## src/rtl/alu_req_arbiter.sv

```systemverilog
// Round-robin arbiter sharing one registered 8-bit ALU among NUM_REQ requesters.
// Results return in issue order through an output register backed by a one-entry skid.
module alu_req_arbiter #(
  parameter int NUM_REQ = 4,
  parameter int ID_W    = 2,
  parameter int CNT_W   = 16
) (
  input  logic                 clk,
  input  logic                 rst,
  input  logic [NUM_REQ-1:0]   req_valid,
  output logic [NUM_REQ-1:0]   req_ready,
  input  logic [8*NUM_REQ-1:0] req_a,
  input  logic [8*NUM_REQ-1:0] req_b,
  input  logic [3*NUM_REQ-1:0] req_op,
  output logic [7:0]           alu_a,
  output logic [7:0]           alu_b,
  output logic [2:0]           alu_opcode,
  input  logic [7:0]           alu_result,
  input  logic                 alu_zero,
  input  logic                 alu_carry,
  input  logic                 alu_overflow,
  output logic                 resp_valid,
  input  logic                 resp_ready,
  output logic [ID_W-1:0]      resp_id,
  output logic [7:0]           resp_result,
  output logic [2:0]           resp_flags,
  output logic [CNT_W-1:0]     stat_issued,
  output logic [CNT_W-1:0]     stat_stall
);

  logic [ID_W-1:0]  ptr_reg;
  logic             inflight_reg;
  logic [ID_W-1:0]  inflight_id_reg;
  logic             out_valid_reg;
  logic [ID_W-1:0]  out_id_reg;
  logic [7:0]       out_result_reg;
  logic [2:0]       out_flags_reg;
  logic             skid_valid_reg;
  logic [ID_W-1:0]  skid_id_reg;
  logic [7:0]       skid_result_reg;
  logic [2:0]       skid_flags_reg;
  logic [CNT_W-1:0] stat_issued_reg;
  logic [CNT_W-1:0] stat_stall_reg;

  logic [7:0]         a_arr  [NUM_REQ];
  logic [7:0]         b_arr  [NUM_REQ];
  logic [2:0]         op_arr [NUM_REQ];
  logic [NUM_REQ-1:0] grant;
  logic [ID_W-1:0]    grant_id;
  logic               any_grant;
  logic               issue_ok;
  logic               fire;
  logic               resp_hs;
  logic [2:0]         cap_flags;

  genvar gi;
  generate
    for (gi = 0; gi < NUM_REQ; gi++) begin : g_unpack
      assign a_arr[gi]  = req_a[8*gi +: 8];
      assign b_arr[gi]  = req_b[8*gi +: 8];
      assign op_arr[gi] = req_op[3*gi +: 3];
      assign grant[gi]  = any_grant && (grant_id == ID_W'(gi));
    end
  endgenerate

  // Scan from the far end back toward ptr so the nearest valid requester wins.
  always_comb begin
    int              idx;
    logic [ID_W-1:0] idx_sel;
    any_grant = 1'b0;
    grant_id  = '0;
    idx       = 0;
    idx_sel   = '0;
    for (int k = NUM_REQ - 1; k >= 0; k--) begin
      idx = int'(ptr_reg) + k;
      if (idx >= NUM_REQ) idx = idx - NUM_REQ;
      idx_sel = ID_W'(idx);
      if (req_valid[idx_sel]) begin
        any_grant = 1'b1;
        grant_id  = idx_sel;
      end
    end
  end

  // Never issue when the op could land on an occupied skid register.
  assign issue_ok  = !skid_valid_reg && !(inflight_reg && out_valid_reg && !resp_ready);
  assign fire      = any_grant && issue_ok && !rst;
  assign req_ready = fire ? grant : '0;

  assign alu_a      = fire ? a_arr[grant_id]  : '0;
  assign alu_b      = fire ? b_arr[grant_id]  : '0;
  assign alu_opcode = fire ? op_arr[grant_id] : '0;

  assign resp_hs   = out_valid_reg && resp_ready;
  assign cap_flags = {alu_overflow, alu_carry, alu_zero};

  always_ff @(posedge clk or posedge rst) begin
    if (rst) begin
      ptr_reg         <= '0;
      inflight_reg    <= 1'b0;
      inflight_id_reg <= '0;
    end else begin
      inflight_reg <= fire;
      if (fire) begin
        inflight_id_reg <= grant_id;
        ptr_reg         <= (grant_id == ID_W'(NUM_REQ - 1)) ? '0 : grant_id + ID_W'(1);
      end
    end
  end

  always_ff @(posedge clk or posedge rst) begin
    if (rst) begin
      out_valid_reg   <= 1'b0;
      out_id_reg      <= '0;
      out_result_reg  <= '0;
      out_flags_reg   <= '0;
      skid_valid_reg  <= 1'b0;
      skid_id_reg     <= '0;
      skid_result_reg <= '0;
      skid_flags_reg  <= '0;
    end else if (inflight_reg) begin
      if (!out_valid_reg || resp_hs) begin
        out_valid_reg  <= 1'b1;
        out_id_reg     <= inflight_id_reg;
        out_result_reg <= alu_result;
        out_flags_reg  <= cap_flags;
      end else begin
        skid_valid_reg  <= 1'b1;
        skid_id_reg     <= inflight_id_reg;
        skid_result_reg <= alu_result;
        skid_flags_reg  <= cap_flags;
      end
    end else if (resp_hs) begin
      if (skid_valid_reg) begin
        out_id_reg     <= skid_id_reg;
        out_result_reg <= skid_result_reg;
        out_flags_reg  <= skid_flags_reg;
        skid_valid_reg <= 1'b0;
      end else begin
        out_valid_reg <= 1'b0;
      end
    end
  end

  always_ff @(posedge clk or posedge rst) begin
    if (rst) begin
      stat_issued_reg <= '0;
      stat_stall_reg  <= '0;
    end else begin
      if (fire) stat_issued_reg <= stat_issued_reg + CNT_W'(1);
      if (|req_valid && !fire) stat_stall_reg <= stat_stall_reg + CNT_W'(1);
    end
  end

  assign resp_valid  = out_valid_reg;
  assign resp_id     = out_id_reg;
  assign resp_result = out_result_reg;
  assign resp_flags  = out_flags_reg;
  assign stat_issued = stat_issued_reg;
  assign stat_stall  = stat_stall_reg;

endmodule
```

## config.mk

```make
export PLATFORM = sky130hd
export DESIGN_NAME = alu_req_arbiter
export DESIGN_NICKNAME = d
export VERILOG_FILES = /design/src/rtl/alu_req_arbiter.sv
export SDC_FILE = /design/constraint.sdc
export NUM_CORES = 1
export LEC_CHECK = 0
export BUFFER_PORTS_ARGS = -buffer_cell sky130_fd_sc_hd__buf_2
export CAP_MARGIN = 20
export CORE_UTILIZATION = 52
export CTS_BUF_LIST = sky130_fd_sc_hd__clkbuf_8
export CTS_CLUSTER_DIAMETER = 40
export DETAILED_ROUTE_END_ITERATION = 8
export PLACE_DENSITY = 0.9
export RECOVER_POWER = 100
export SKIP_LAST_GASP = 1
export SLEW_MARGIN = 40
export SYNTH_ARGS = -nofsm -noshare
export SYNTH_HDL_FRONTEND = slang
export SYNTH_SLANG_ARGS = --single-unit
```

## constraint.sdc

```tcl
create_clock -name clk -period 4.02 [get_ports clk]
set_clock_uncertainty 0.15 [all_clocks]
set_input_delay 0.402 -clock clk [delete_from_list [all_inputs] [get_ports clk]]
set_output_delay 0.402 -clock clk [all_outputs]
set_load 0.1 [all_outputs]
```

After elaboration in Yosys (flattened, before gate mapping)
Cells that the tools add are included.

Latch bits: 0. Memories: 0. ROM bits: 0. Register bits: 65. Logic and storage cells: 119. Input port bits: 94. Memory bits (writable): 0. Output and inout bits: 69.

Reduce and logical (&&, ||, !) cells: 26. Multiplexer cells: 53. Multipliers: 0. Add/sub/neg operators: 10. Order comparisons: 9. Equal/unequal tests: 6. Bitwise gates (word level): 2. Shift operators: 0. Div/mod/pow operators: 0.

Operators with widths (number): $mux 8 (10); $add 16x1->16 const B (2); $bmux 8 s2 (2); $mux 2 (13); $mux 3 (7); $mux 1 (15); $ge 3x3->1 const B (4); $lt 2x3->1 const B (4); $logic_and 1x1->1 (11); $bmux 1 s2 (4); $sub 2x1->2 const B (4); $add 2x2->3 const B (2); $bmux 3 s2 (1); $logic_not 1->1 (6); $reduce_and 3->1 (2); $eq 2x2->1 const B (2); $mux 4 (1); $ne 2x2->1 const B (2); $reduce_and 2->1 (2); $reduce_bool 2->1 (2); $reduce_or 4->1 (1); $add 2x1->3 const B (1); $ge 2x3->1 const B (1); $not 2->3 (1); other kinds (6) (6).

Longest topological paths before layout
Word-level depth: 14. Gate-level depth with buffers: 8. Mapped depth without buffers: 6.

Least setup slack after synthesis
No wires, ideal clock.

Kind: register to output. Start: register out_valid_reg, in the netlist resp_valid. End: output alu_a[0]. Slack: -0.144 ns. Data arrival time: 3.612 ns. Path buffers: 2. Stages on the path, launching flop included: 8. Cell sequence: dfrtp_1 -> and3b_4 -> or4_1 -> buf_4 -> clkinv_4 -> nand2b_1 -> clkbuf_1 -> o22ai_1.

Word-level cells in the longest chain between the ends: 7.

RTL lines: from (decl) (RTL line 34) `logic out_valid_reg;`; from (signal assigned) (RTL line 113) `out_valid_reg <= 1'b0;`; from (signal assigned) (RTL line 123) `out_valid_reg <= 1'b1;`; from (signal assigned) (RTL line 140) `out_valid_reg <= 1'b0;`; $logic_and 1x1->1 (2 in a row) (RTL line 86) `assign issue_ok = !skid_valid_reg && !(inflight_reg && out_valid_reg && !resp_ready);`; $logic_not 1->1 (RTL line 86); $logic_and 1x1->1 (RTL line 86); $logic_and 1x1->1 (2 in a row) (RTL line 87) `assign fire = any_grant && issue_ok && !rst;`; named net fire (RTL line 52) `logic fire;`; $mux 8 (RTL line 90) `assign alu_a = fire ? a_arr[grant_id] : '0;`; to (decl) (RTL line 15) `output logic [7:0] alu_a,`.

The timed path passes the listed nets, and every way through them passes these cells.

Final worst setup path
Start: register out_valid_reg, in the netlist resp_valid. End: output alu_a[7].

Same word-level chain as after synthesis.

==> out/qor.txt <==
Die ar.: 0.00690 mm²
Worst r2r src: inflight_reg
Postcts setup bufs: 0
RSZ-0062 raised after global routing: false
Antenna Cells: 0
Status: complete, but fails checks
Global-route wire length before repair: 15300 µm
Clock Power Share: 15.2%
Top FF cell, synth: dfrtp_1
RR Endpoint: stat_stall[14]
Crit end category: output port
DRT Pass-1 Iters: 4
Switch Pwr: 0.00252 W
Syn-to-layout area delta: 36.3%
Min-Delay Path Class: in2reg
Yosys top cell by area: dfrtp_1
# IOs: 163
Hold buffers post-CTS: 0
Placer Congestion: 0.813
Asr flop ratio synth: 100%
Die H: 83.1 µm
Pre-CTS setup slack: 0.697 ns
Final net count: 600
Number of global-route vias before repair: 3286
Post-Synthesis Cells: 343
Final Hold Fails: 0
CTS tree: yes
CTS Root Buffer Type: clkbuf_8
Slack of the critical path: 0.258 ns
Synth cell types: 36
Total gr overflow: 0
Post-synthesis cell area: 0.00342 mm²
Synthesized area per cell: 9.97 µm²
Antenna violations before repair: 0
Fin crit share: 93.6%
Worst path arrival time: 3.21 ns
Clock transition at path regs: 0.07 ns
IO buf count: 162
Relative slew slack: -23.7%
Worst reg-to-reg setup slack: 0.69 ns
Clock Sinks: 65
Avg Vias per Cell: 5.47
Hold Crit Depth: 3
Worst Setup Start Kind: flip-flop
# DRC: 0
Chip width: 83.1 µm
FF-to-FF path depth: 6
Power Internal: 0.00189 W
Seq pwr share: 24.7%
Synthesized flop and latch total: 65
Num rows: 29
Setup TNS: 0 ns
Max-slew violations: 43
Pleak: 2.27 nW
Total number of H-tree levels: 3
Final setup viols: 0
Comb power frac: 60.1%
Worst min-delay path startpoint: alu_overflow
Clock buffer depth: 2
Failing checks: max-capacitance violations, max-slew violations
Synthesis Warnings: 0
Net count after synthesis: 440
Critical path class: reg2out
Gr usage total: 27.5%
Number of enable flip-flop cells after synthesis: 0
Worst EP required: 3.47 ns
Seq/Total Area, Yosys: 47.6%
Fmax: 0.266 GHz
Worst-Margin Slew: 1.85 ns
Vias: 3201
Routed len/inst: 15.8 µm
Worst setup path end: alu_a[7]
Critical Path Source: resp_valid
Post-synth top area share: 47.6%
WL final: 9260 µm
Fraction of layout cells with a size suffix above 1: 26.6%
Pwr per Cell Area: 946 mW/mm²
Starting density of the core: 53.9%
Minimum clock period: 3.76 ns
CTS Buf Count: 9
Iteration-0 DRC Markers: 119
Maxcap violations: 1
Post-cts sizing count: 0
Hpwl dp: 6880 µm
Critical path peak fanout: 22
Maximum VDD drop: 0.000779 V
Switching share of power: 57.2%
Core area: 0.00635 mm²
Antenna Violating Nets Remaining: 0
Dominant cells by area after synthesis: dfrtp_1 (48%), mux2i_1 (15%), nand2_1 (6.7%)
Largest net degree at the start of global routing: 43
Clk_lat worst skew: 0.34 ns
-- worst min-delay path by stage --
stage	to	slack, ns
floorplan	skid_flags_reg[0]	0.29
global placement	stat_issued[15]	0.31
detailed placement	skid_flags_reg[2]	0.32
CTS	stat_issued[5]	0.007
global route	skid_result_reg[0]	0.12
finish	skid_flags_reg[2]	0.13
-- power groups by stage --
stage          logic, W  registers [W]  clock network (W)
2_1_floorplan   0.00113        0.00205                  0
3_3_place_gp    0.00270        0.00107                  0
3_5_place_dp    0.00275        0.00109                  0
4_1_cts         0.00276        0.00108           0.000679
5_1_grt         0.00277        0.00112           0.000710
6_report        0.00265        0.00109           0.000670
-- cell usage in the layout, fill, tap and decap left out --
| cell type | synthesis | layout |
|---|---|---|
| buf_2 | 4 | 92 |
| o22a_2 | 0 | 1 |
| bufinv_16 | 0 | 3 |
| inv_6 | 0 | 1 |
| buf_12 | 0 | 15 |
| nor3b_1 | 0 | 1 |
| clkinvlp_2 | 0 | 1 |
| o21ai_0 | 1 | 1 |
| o22ai_1 | 20 | 20 |
| nand3b_1 | 1 | 1 |
| clkbuf_2 | 0 | 8 |
| nand2_1 | 61 | 61 |
| mux2i_1 | 51 | 51 |
| nor4_1 | 1 | 1 |
| nand2b_1 | 4 | 4 |
| xnor2_1 | 26 | 26 |
| a21boi_0 | 1 | 1 |
| a211oi_1 | 2 | 2 |
| clkinvlp_4 | 0 | 1 |
| clkinv_4 | 1 | 2 |
| clkbuf_1 | 10 | 51 |
| mux2_2 | 1 | 1 |
| and4_1 | 5 | 5 |
| nand3_1 | 10 | 10 |
| a21oi_1 | 19 | 19 |
| a21o_1 | 2 | 2 |
| or4_1 | 1 | 1 |
| ha_1 | 3 | 3 |
| xor2_1 | 4 | 4 |
| clkbuf_8 | 0 | 9 |
| dfrtp_1 | 65 | 65 |
| nor2_1 | 21 | 21 |
| nor3_1 | 0 | 1 |
| and3b_4 | 1 | 1 |
| and3_1 | 4 | 4 |
| inv_1 | 5 | 5 |
| nor2b_1 | 1 | 1 |
| and2_1 | 4 | 2 |
| and2_0 | 0 | 3 |
| nand4_1 | 7 | 7 |
-- per-layer routing --
| layer | up-vias | part of all wire, % | GRT usage, % |
|---|---|---|---|
| li1 | 1517 | - | - |
| met1 | 1522 | 39 | 31.2 |
| met2 | 139 | 53 | 50.3 |
| met3 | 23 | 5.3 | 4.97 |
| met4 | 0 | 2.9 | 12.1 |
| met5 | - | 0 | 0 |
-- critical path: stages, from the launching register on --
cell	delay, ns
dfrtp_1	0.46
and3b_4	0.28
or4_1	0.69
clkinv_4	0.15
nand2_1	0.44
o22ai_1	0.35
clkbuf_2	0.51
-- synth_stat cells, types with 5 or more instances --
library cell / number
and4_1: 5
inv_1: 5
xnor2_1: 26
o22ai_1: 20
nand2_1: 61
clkbuf_1: 10
nand3_1: 10
dfrtp_1: 65
a21oi_1: 19
mux2i_1: 51
nor2_1: 21
nand4_1: 7
-- per-stage QoR --
stage	std cells	util [%]	area (µm²)	hold slack, ns	power [W]
after floorplan	343	-	3420	0.295	0.00318
after global placement	569	72.1	4580	0.306	0.00377
after detailed placement	569	72.1	4580	0.316	0.00384
after CTS	585	75.9	4820	0.00743	0.00452
after global routing	585	73.4	4660	0.123	0.00460
final	585	73.4	4660	0.125	0.00441
-- cell type report --
| class | count | area, µm² |
|---|---|---|
| Clock buffer | 9 | 124 |
| Fill cell | 469 | 1690 |
| Tap cell | 77 | 96.3 |
| Timing Repair Buffer | 166 | 992 |
| Sequential cell | 65 | 1630 |
| Clock inverter | 7 | 119 |
| Multi-Input combinational cell | 255 | 1670 |
| Inverter | 6 | 28.8 |
-- cells by family (layout without fill, tap and decap cells) --
group | after synthesis | in the layout | synth area share, %
multiplexers | 52 | 52 | 15.3
AO/OA/AOI/OAI | 46 | 46 | 7.94
XOR/XNOR | 30 | 30 | 7.68
AND/OR/NAND/NOR | 124 | 124 | 17.3
adder cells (fa/ha/maj) | 3 | 3 | 1.10
buffers and inverters | 23 | 188 | 3.15
flip-flops | 65 | 65 | 47.6
(Power assumes the default switching activity.)
